==> config.mk <==
export PLATFORM = sky130hd
export DESIGN_NAME = neuron_accumulator
export DESIGN_NICKNAME = d
export VERILOG_FILES = /design/src/rtl/neuron_accumulator.sv
export SDC_FILE = /design/constraint.sdc
export NUM_CORES = 1
export LEC_CHECK = 0
export ABC_AREA = 1
export CORE_MARGIN = 2
export CORE_UTILIZATION = 60
export CTS_BUF_LIST = sky130_fd_sc_hd__clkbuf_2
export CTS_CLUSTER_DIAMETER = 40
export DETAILED_ROUTE_END_ITERATION = 7
export GPL_TIMING_DRIVEN = 0
export PLACE_DENSITY = 0.87
export REMOVE_ABC_BUFFERS = 1
export SLEW_MARGIN = 15
export SYNTH_ARGS = -nofsm -noshare
export SYNTH_HDL_FRONTEND = slang
export SYNTH_SLANG_ARGS = --single-unit
export TNS_END_PERCENT = 20
==> constraint.sdc <==
create_clock -name clk -period 5.09 [get_ports clk]
set_input_delay 0.509 -clock clk [delete_from_list [all_inputs] [get_ports clk]]
set_output_delay 0.509 -clock clk [all_outputs]
set_load 0.02 [all_outputs]
==> src/rtl/neuron_accumulator.sv <==
// neuron_accumulator
// Accumulates INPUT_NUMBER signed input*weight products on top of a scaled
// bias, rescales the sum by SHIFT (floor), saturates it to DATA_WIDTH bits and
// presents it as an offset-binary code with a one-cycle enable for the
// downstream sigmoid stage.
module neuron_accumulator #(
    parameter int INPUT_NUMBER = 32,
    parameter int DATA_WIDTH   = 8,
    parameter int SHIFT        = DATA_WIDTH - 1,
    parameter int ACC_WIDTH    = 2*DATA_WIDTH + $clog2(INPUT_NUMBER) + 1
) (
    input  logic                  clk,
    input  logic                  rst_n,
    input  logic                  start,
    input  logic [DATA_WIDTH-1:0] bias,
    input  logic                  in_valid,
    input  logic [DATA_WIDTH-1:0] in_data,
    input  logic [DATA_WIDTH-1:0] in_weight,
    output logic                  in_ready,
    output logic [DATA_WIDTH-1:0] activ_in,
    output logic                  enable,
    output logic                  busy
);

    localparam int CNT_W = (INPUT_NUMBER > 1) ? $clog2(INPUT_NUMBER) : 1;
    localparam logic [CNT_W-1:0] LAST_CNT = CNT_W'(INPUT_NUMBER - 1);

    // Saturation bounds of a signed DATA_WIDTH value, held at accumulator width
    localparam logic signed [ACC_WIDTH-1:0] SAT_MAX =
        ACC_WIDTH'((64'sd1 <<< (DATA_WIDTH - 1)) - 64'sd1);
    localparam logic signed [ACC_WIDTH-1:0] SAT_MIN =
        ACC_WIDTH'(-(64'sd1 <<< (DATA_WIDTH - 1)));

    typedef enum logic [1:0] {
        ST_IDLE  = 2'd0,
        ST_ACCUM = 2'd1,
        ST_SCALE = 2'd2,
        ST_EMIT  = 2'd3
    } state_t;

    // Clamp a wide signed value into the signed DATA_WIDTH range
    function automatic logic signed [DATA_WIDTH-1:0] saturate(
        input logic signed [ACC_WIDTH-1:0] v
    );
        logic signed [DATA_WIDTH-1:0] r;
        if (v > SAT_MAX) begin
            r = SAT_MAX[DATA_WIDTH-1:0];
        end else if (v < SAT_MIN) begin
            r = SAT_MIN[DATA_WIDTH-1:0];
        end else begin
            r = v[DATA_WIDTH-1:0];
        end
        return r;
    endfunction

    state_t                         state_q, state_d;
    logic signed [ACC_WIDTH-1:0]    acc_q, acc_d;
    logic [CNT_W-1:0]               count_q, count_d;
    logic signed [DATA_WIDTH-1:0]   sat_q, sat_d;
    logic [DATA_WIDTH-1:0]          activ_q, activ_d;
    logic                           enable_q, enable_d;
    logic                           in_ready_q, in_ready_d;
    logic                           busy_q, busy_d;

    logic signed [2*DATA_WIDTH-1:0] prod_s;
    logic signed [ACC_WIDTH-1:0]    prod_ext_s;
    logic signed [ACC_WIDTH-1:0]    bias_ext_s;
    logic signed [ACC_WIDTH-1:0]    shifted_s;
    logic                           accept_s;

    // Full-precision product and operands sign-extended to accumulator width
    assign prod_s     = $signed(in_data) * $signed(in_weight);
    assign prod_ext_s = ACC_WIDTH'(prod_s);
    assign bias_ext_s = ACC_WIDTH'($signed(bias)) <<< SHIFT;
    assign shifted_s  = acc_q >>> SHIFT;

    // in_ready_q is high exactly while in ACCUM, so it doubles as the state qualifier
    assign accept_s = in_ready_q & in_valid;

    // Next-state and datapath update for the IDLE/ACCUM/SCALE/EMIT sequence
    always_comb begin
        state_d  = state_q;
        acc_d    = acc_q;
        count_d  = count_q;
        sat_d    = sat_q;
        activ_d  = activ_q;
        enable_d = 1'b0;
        case (state_q)
            ST_IDLE: begin
                if (start) begin
                    state_d = ST_ACCUM;
                    acc_d   = bias_ext_s;
                    count_d = '0;
                end else begin
                    state_d = ST_IDLE;
                end
            end
            ST_ACCUM: begin
                if (accept_s) begin
                    acc_d   = acc_q + prod_ext_s;
                    count_d = count_q + CNT_W'(1);
                    if (count_q == LAST_CNT) begin
                        state_d = ST_SCALE;
                    end else begin
                        state_d = ST_ACCUM;
                    end
                end else begin
                    state_d = ST_ACCUM;
                end
            end
            ST_SCALE: begin
                sat_d   = saturate(shifted_s);
                state_d = ST_EMIT;
            end
            ST_EMIT: begin
                // Offset binary: invert the sign bit of the two's complement value
                activ_d  = {~sat_q[DATA_WIDTH-1], sat_q[DATA_WIDTH-2:0]};
                enable_d = 1'b1;
                state_d  = ST_IDLE;
            end
            default: begin
                state_d = ST_IDLE;
            end
        endcase
        in_ready_d = (state_d == ST_ACCUM);
        busy_d     = (state_d != ST_IDLE);
    end

    // State, datapath and registered outputs with asynchronous clear
    always_ff @(posedge clk or negedge rst_n) begin
        if (!rst_n) begin
            state_q    <= ST_IDLE;
            acc_q      <= '0;
            count_q    <= '0;
            sat_q      <= '0;
            activ_q    <= '0;
            enable_q   <= 1'b0;
            in_ready_q <= 1'b0;
            busy_q     <= 1'b0;
        end else begin
            state_q    <= state_d;
            acc_q      <= acc_d;
            count_q    <= count_d;
            sat_q      <= sat_d;
            activ_q    <= activ_d;
            enable_q   <= enable_d;
            in_ready_q <= in_ready_d;
            busy_q     <= busy_d;
        end
    end

    assign in_ready = in_ready_q;
    assign activ_in = activ_q;
    assign enable   = enable_q;
    assign busy     = busy_q;

endmodule
==> results.yml, run 1 <==
finish:
  drive_above_1_share_pct: 8.42
  finish.instance_area_um2: 6920
  finish.utilization_pct: 68.2
  n_antenna_cell: 0
  syn_to_final_growth_pct: 12.2
  regArea_um2: 1200
  nets: 959
  fillCellCount: 782
  multiInputGateArea_um2: 4290
floorplanning:
  start_util_pct: 60.8
  io_pins: 39
  dieArea_um2: 11100
  die_y_um: 105
  die_w_um: 105
  rows: 37
  coreArea_um2: 10100
logic_synthesis:
  synth.distinct_cells: 37
  yosysSeqAreaShare_pct: 19.5
  synth_seq_cells: 48
  synth_ff_type: "dfrtp_1"
  synth_area_leader_cell: "fa_1"
  synth-edff-count: 0
  ys_warn_count: 0
  synthArstFlopShare_pct: 100
  synth_cells: 746
  netlist_area_um2: 6170
  synth.top_cell.area_share_pct: 31.2
  avgSynthCellArea_um2: 8.27
  yosys-top-cells-area: "fa_1 (31%), dfrtp_1 (19%), ha_1 (11%)"
routing:
  first_pass_iters: 5
  drc: 0
  top_layer_used: "met4"
  avgViaCountPerCell: 5.25
  ant_nets: 0
  drtIter0Drc: 235
  routed_wl_mm: 13.8
  vias: 4833
  wl_met2_mm: 7.37
  met1_length_mm: 5.67
  routed-wl-met3_um: 451
  wl_per_cell_um: 15.0
cts:
  cts_buffers: 5
  cts_sinks: 48
  htree_levels: 2
  clk-insertion-delay-late_ns: 0.43
  cts-root-buf: "clkbuf_2"
  path_clk_slew_ns: 0.27
  cts_tree: "yes"
  clk_path_buf_depth: 2
sta:
  fmax_ghz: 0.202
  skew_ns: 0.0202
  slew_headroom_pct: 46.9
  period_share_pct: 97.2
  rsz0062_at_grt: "yes"
  tightest_slew_ns: 0.794
  period_minus_slack_ns: 4.95
  finalMaxSlewViolations: 0
  final_hold_viol_count: 0
  setup_violations: 0
setup_path:
  worstPathRequired_ns: 5.45
  endpoint_kind: "register"
  cp_max_fo: 8
  rr_startpoint: "acc_q[13]"
  startpoint: "in_weight[4]"
  start_kind: "input port"
  cp.arrival_ns: 5.31
  critPathKind: "input port to register"
  r2r_slack_ns: 0.56
grt:
  grt-ovfl-total: 0
  grt_pass1_wl_mm: 24.1
  grt_max_degree: 29
  grt_usage_pct: 26.7
  grt_pass1_vias: 5320
  antenna_found_initial: 0
hold_path:
  hold_start: "sat_q[7]"
  hold_class: "register to register"
placed_design:
  io_buffers: 38
  dpl_cell_area_um2: 6640
  dp.final_hpwl_mm: 11.3
  finalWeightedCongestion: 0.872
status:
  outcome: "finished, final reports clean"
job:
  drv_cap: 0
==> placed cells by master (no fill, tap or decap), drive strengths merged <==
master         instances
a21oi                 36
a22o                   2
a31oi                  1
buf                   14
bufinv                 1
clkbuf                 8
clkdlybuf4s50         29
clkinv                 3
clkinvlp               4
dfrtp                 48
dlygate4sd2            2
dlygate4sd3            1
dlymetal6s2s           3
fa                    96
ha                    52
inv                  170
nand2                166
nand3                 32
nand3b                 3
nand4                  5
nor2                  48
nor3                   3
nor4                   2
o211ai                 3
o21a                   1
o21ai                 32
o22ai                  8
or2                    3
xnor2                  3
xor2                   5
==> final timing paths <==
path | cells past startpoint | endpoint
min | 1 | activ_in[7]
max reg2reg | 15 | acc_q[20]
max in group asynchronous | 3 | acc_q[15]
min in group asynchronous | 2 | count_q[3]
min reg2reg | 1 | activ_in[7]
max | 19 | acc_q[20]
==> cell usage after synthesis, types with 3 or more instances <==
| master | count |
|---|---|
| inv_1 | 170 |
| nand2_1 | 161 |
| fa_1 | 96 |
| ha_1 | 52 |
| dfrtp_1 | 48 |
| nor2_1 | 45 |
| a21oi_1 | 35 |
| nand3_1 | 28 |
| o21ai_0 | 25 |
| clkbuf_1 | 16 |
| o22ai_1 | 8 |
| o21ai_1 | 6 |
| nand2_2 | 5 |
| nand4_1 | 5 |
| xor2_1 | 5 |
| buf_2 | 4 |
| nand3_2 | 4 |
| inv_2 | 3 |
| nand3b_1 | 3 |
| xnor2_1 | 3 |
==> cells by family after synthesis <==
logic type                 after synthesis  synth area share [%]
xor gates and xnor gates                 8                  1.14
AOI/OAI and AO/OA                       83                  7.41
adders and majority gates              148                  41.7
buffers and inverters                  197                  12.2
DFF                                     48                  19.5
and+or+nand+nor                        262                  18.1
==> layer usage <==
metal / GRT usage (%) / vias to the layer above
met5: 0 / -
met4: 7.05 / 0
met2: 49.4 / 110
met1: 33.0 / 2364
met3: 3.22 / 28
li1: - / 2331
==> registers in the layout, indices dropped and copies added (netlist names) <==
name / count
acc_q: 22
activ_in: 8
sat_q: 8
count_q: 5
state_q: 2
busy: 1
enable: 1
in_ready: 1
==> through the flow <==
stage	instances	hold slack, ns	TNS [ns]	worst slack [ns]
2_1_floorplan	724	0.213	0	0.258
3_3_place_gp	898	0.459	-7.44	-0.631
3_5_place_dp	899	0.460	-8.99	-0.774
4_1_cts	914	0.00220	0	0.0138
5_1_grt	920	0.516	-0.0743	-0.0592
6_report	920	0.486	0	0.143
==> timing repair <==
action | in CTS | in global routing
pin swaps | 2 | 5
resized for setup | 16 | 23
hold buffers | 0 | 1
hold endpoints to repair | 0 | 11
endpoints found under the setup margin | 12 | 12
buffers inserted | 7 | 5
==> area by class of cell <==
| class | instances | area share (%) |
|---|---|---|
| Clock buffer | 5 | 0.362 |
| Clock inverter | 3 | 0.615 |
| Inverter | 175 | 9.75 |
| Multi-Input combinational cell | 501 | 62.1 |
| Sequential cell | 48 | 17.4 |
| Tap cell | 136 | 2.46 |
| Timing Repair Buffer | 52 | 7.38 |
==> worst max-delay path, cell delays in order <==
cell	delay (ns)
dlygate4sd2_1	0.33
nand2_1	0.10
inv_1	0.06
fa_2	0.63
clkinvlp_4	0.14
buf_4	0.15
fa_1	0.53
inv_1	0.06
fa_1	0.50
fa_1	0.50
ha_1	0.31
ha_1	0.38
a21oi_1	0.30
o21ai_0	0.19
a21oi_1	0.21
nand2_1	0.07
nand2_1	0.05
nand3_1	0.08
a21oi_1	0.19
Power of run 1 is left out: the tool's default activity adds up to more than one toggle a clock period on the data nets, which glitch-free logic cannot reach.
==> run 2: changes to the inputs <==
--- a/config.mk
+++ b/config.mk
@@ -10,6 +10,7 @@
 export CORE_UTILIZATION = 60
 export CTS_BUF_LIST = sky130_fd_sc_hd__clkbuf_2
 export CTS_CLUSTER_DIAMETER = 40
+export CTS_CLUSTER_SIZE = 30
 export DETAILED_ROUTE_END_ITERATION = 7
 export GPL_TIMING_DRIVEN = 0
 export PLACE_DENSITY = 0.87
==> results of run 2 <==
Same layout as run 1: the final DEF is identical, and so are final timing and power.
Power of run 2 is left out for the same reason.
==> run 3: changes to the inputs <==
--- a/config.mk
+++ b/config.mk
@@ -6,14 +6,16 @@
 export NUM_CORES = 1
 export LEC_CHECK = 0
 export ABC_AREA = 1
+export CAP_MARGIN = 40
 export CORE_MARGIN = 2
 export CORE_UTILIZATION = 60
 export CTS_BUF_LIST = sky130_fd_sc_hd__clkbuf_2
 export CTS_CLUSTER_DIAMETER = 40
 export CTS_CLUSTER_SIZE = 30
 export DETAILED_ROUTE_END_ITERATION = 7
+export DONT_BUFFER_PORTS = 1
 export GPL_TIMING_DRIVEN = 0
-export PLACE_DENSITY = 0.87
+export PLACE_DENSITY = 0.82
 export REMOVE_ABC_BUFFERS = 1
 export SLEW_MARGIN = 15
 export SYNTH_ARGS = -nofsm -noshare
==> run 3 against run 2 <==
Compared with the run above: non-clock buffer count is 49 lower; critical path type unchanged; global-route usage is 0.87 points lower; register-to-register slack better by 0.02 ns; fmax is 3.5% higher; worst setup slack better by 0.17 ns; routed wire length is 6.0% lower; clock-buffer cell count is 1 higher; sequential share of layout area is 1.6 points higher.
==> results.yml, run 3 (synthesis results as in run 1) <==
placed_design:
  pre_cts_ws_ns: -0.121
  dp.final_hpwl_mm: 10.9
  finalWeightedCongestion: 0.896
  io_buffers: 0
sta:
  rsz0062_at_grt: "no"
  tightest_slew_ns: 0.803
  fmax_ghz: 0.209
  final_hold_viol_count: 0
  slew_headroom_pct: 46.2
  period_minus_slack_ns: 4.78
  setup_violations: 0
  setup_ws_ns: 0.310
  period_share_pct: 93.9
  skew_ns: 0.0173
  finalMaxSlewViolations: 0
  holdWs_ns: 0.233
setup_path:
  start_kind: "input port"
  cpPeakStageDelay_ns: 0.59
  cp_common_cell: "fa_1"
  cp_cell_sequence: "clkinv_1 -> or2_2 -> fa_1 -> fa_1 -> inv_1 -> fa_1 -> fa_1 -> fa_1 -> ha_1 -> a21oi_1 -> nand2_2 -> nand3_2 -> nand2_2 -> nand3_1 -> nand2_1 -> nand2_1 -> nand3_1 -> a21oi_1"
  critPathKind: "input port to register"
  cp.arrival_ns: 5.13
  endpoint_kind: "register"
  crit_slowest_cell: "fa_1"
  worstPathRequired_ns: 5.44
  cp_max_fo: 9
finish:
  finish.utilization_pct: 62.6
  n_antenna_cell: 0
  layout_common_cells: "inv_1 (170), nand2_1 (161), fa_1 (96), ha_1 (52), dfrtp_1 (48)"
  nets: 910
  syn_to_final_growth_pct: 2.94
  top_register: "acc_q"
  largest_reg_flops: 22
  final_common_cell: "inv_1"
  drive_above_1_share_pct: 4.08
cts:
  post-cts-setup-buffers: 0
  cts_sinks: 48
  cts-root-buf: "clkbuf_2"
  cts_tree: "yes"
  clk_path_buf_depth: 2
  cts_resized: 0
  cts_buffers: 5
  path_clk_slew_ns: 0.22
  clk-insertion-delay-late_ns: 0.42
  htree_levels: 2
routing:
  wl_per_cell_um: 14.9
  first_pass_iters: 5
  drtIter0Drc: 273
  routed_wl_mm: 13.0
  drc: 0
  ant_nets: 0
  vias: 4625
  avgViaCountPerCell: 5.31
grt:
  grt_pass1_vias: 4865
  grt_pass1_wl_mm: 22.9
  grt_max_degree: 49
  antenna_found_initial: 0
  grt-ovfl-total: 0
  grt_usage_pct: 25.9
hold_path:
  hold_class: "input port to register"
floorplanning:
  rows: 37
  start_util_pct: 60.8
  die_y_um: 105
  coreArea_um2: 10100
  die_w_um: 105
  dieArea_um2: 11100
  io_pins: 39
job:
  drv_cap: 0
status:
  outcome: "finished, final reports clean"
## run 3: cell count changes in the layout (fill, tap and decap cells not counted), sizes merged
cell | previous run | this run
buf | 14 | 2
bufinv | 1 | 0
clkbuf | 8 | 6
clkdlybuf4s50 | 29 | 0
clkinvlp | 4 | 1
dlygate4sd2 | 2 | 0
dlymetal6s2s | 3 | 0
inv | 170 | 173
## run 3: worst max-delay path, delay by kind of cell
family	cells	cell delay (ns)
buffers and inverters	2	0.27
adders and majority gates	6	3.01
AOI/OAI and AO/OA	2	0.40
and+or+nand+nor	8	0.94
## run 3: through the flow
step | cells | cell area, um^2 | setup TNS (ns)
2_1_floorplan | 724 | 6070 | 0
3_3_place_gp | 860 | 6240 | -0.575
3_5_place_dp | 860 | 6240 | -0.606
4_1_cts | 870 | 6320 | 0
5_1_grt | 871 | 6350 | 0
6_report | 871 | 6350 | 0
## run 3: layout make-up
| type | instances | area [um^2] |
|---|---|---|
| Tap cell | 136 | 170 |
| Multi-Input combinational cell | 501 | 4210 |
| Clock inverter | 2 | 11.3 |
| Inverter | 175 | 657 |
| Sequential cell | 48 | 1200 |
| Clock buffer | 6 | 30.0 |
| Timing Repair Buffer | 3 | 65.1 |
| Fill cell | 854 | 3790 |
## run 3: final timing paths
kind                       slack [ns]  cells past startpoint         start          end
hold / removal                   0.23                      2       bias[5]    acc_q[12]
setup / recovery                 0.31                     18  in_weight[7]    acc_q[14]
min in group asynchronous        0.55                      2         rst_n   count_q[2]
hold reg to reg                  0.48                      1      sat_q[7]  activ_in[7]
setup reg to reg                 0.58                     15     acc_q[13]    acc_q[20]
max in group asynchronous        4.29                      2         rst_n     sat_q[2]
## run 3: repair_timing
action	4_1_cts	5_1_grt
endpoints found under the hold margin	48	0
hold buffers	2	0
setup endpoints to repair	0	0
## run 3: layer usage
metal	global-route usage, %	share of wire (%)	vias up
met5	0	0	-
met4	5.71	1.6	0
met3	3.71	4.0	16
met2	45.2	52	97
met1	34.3	42	2279
li1	-	-	2233
Power of run 3 is left out for the same reason.
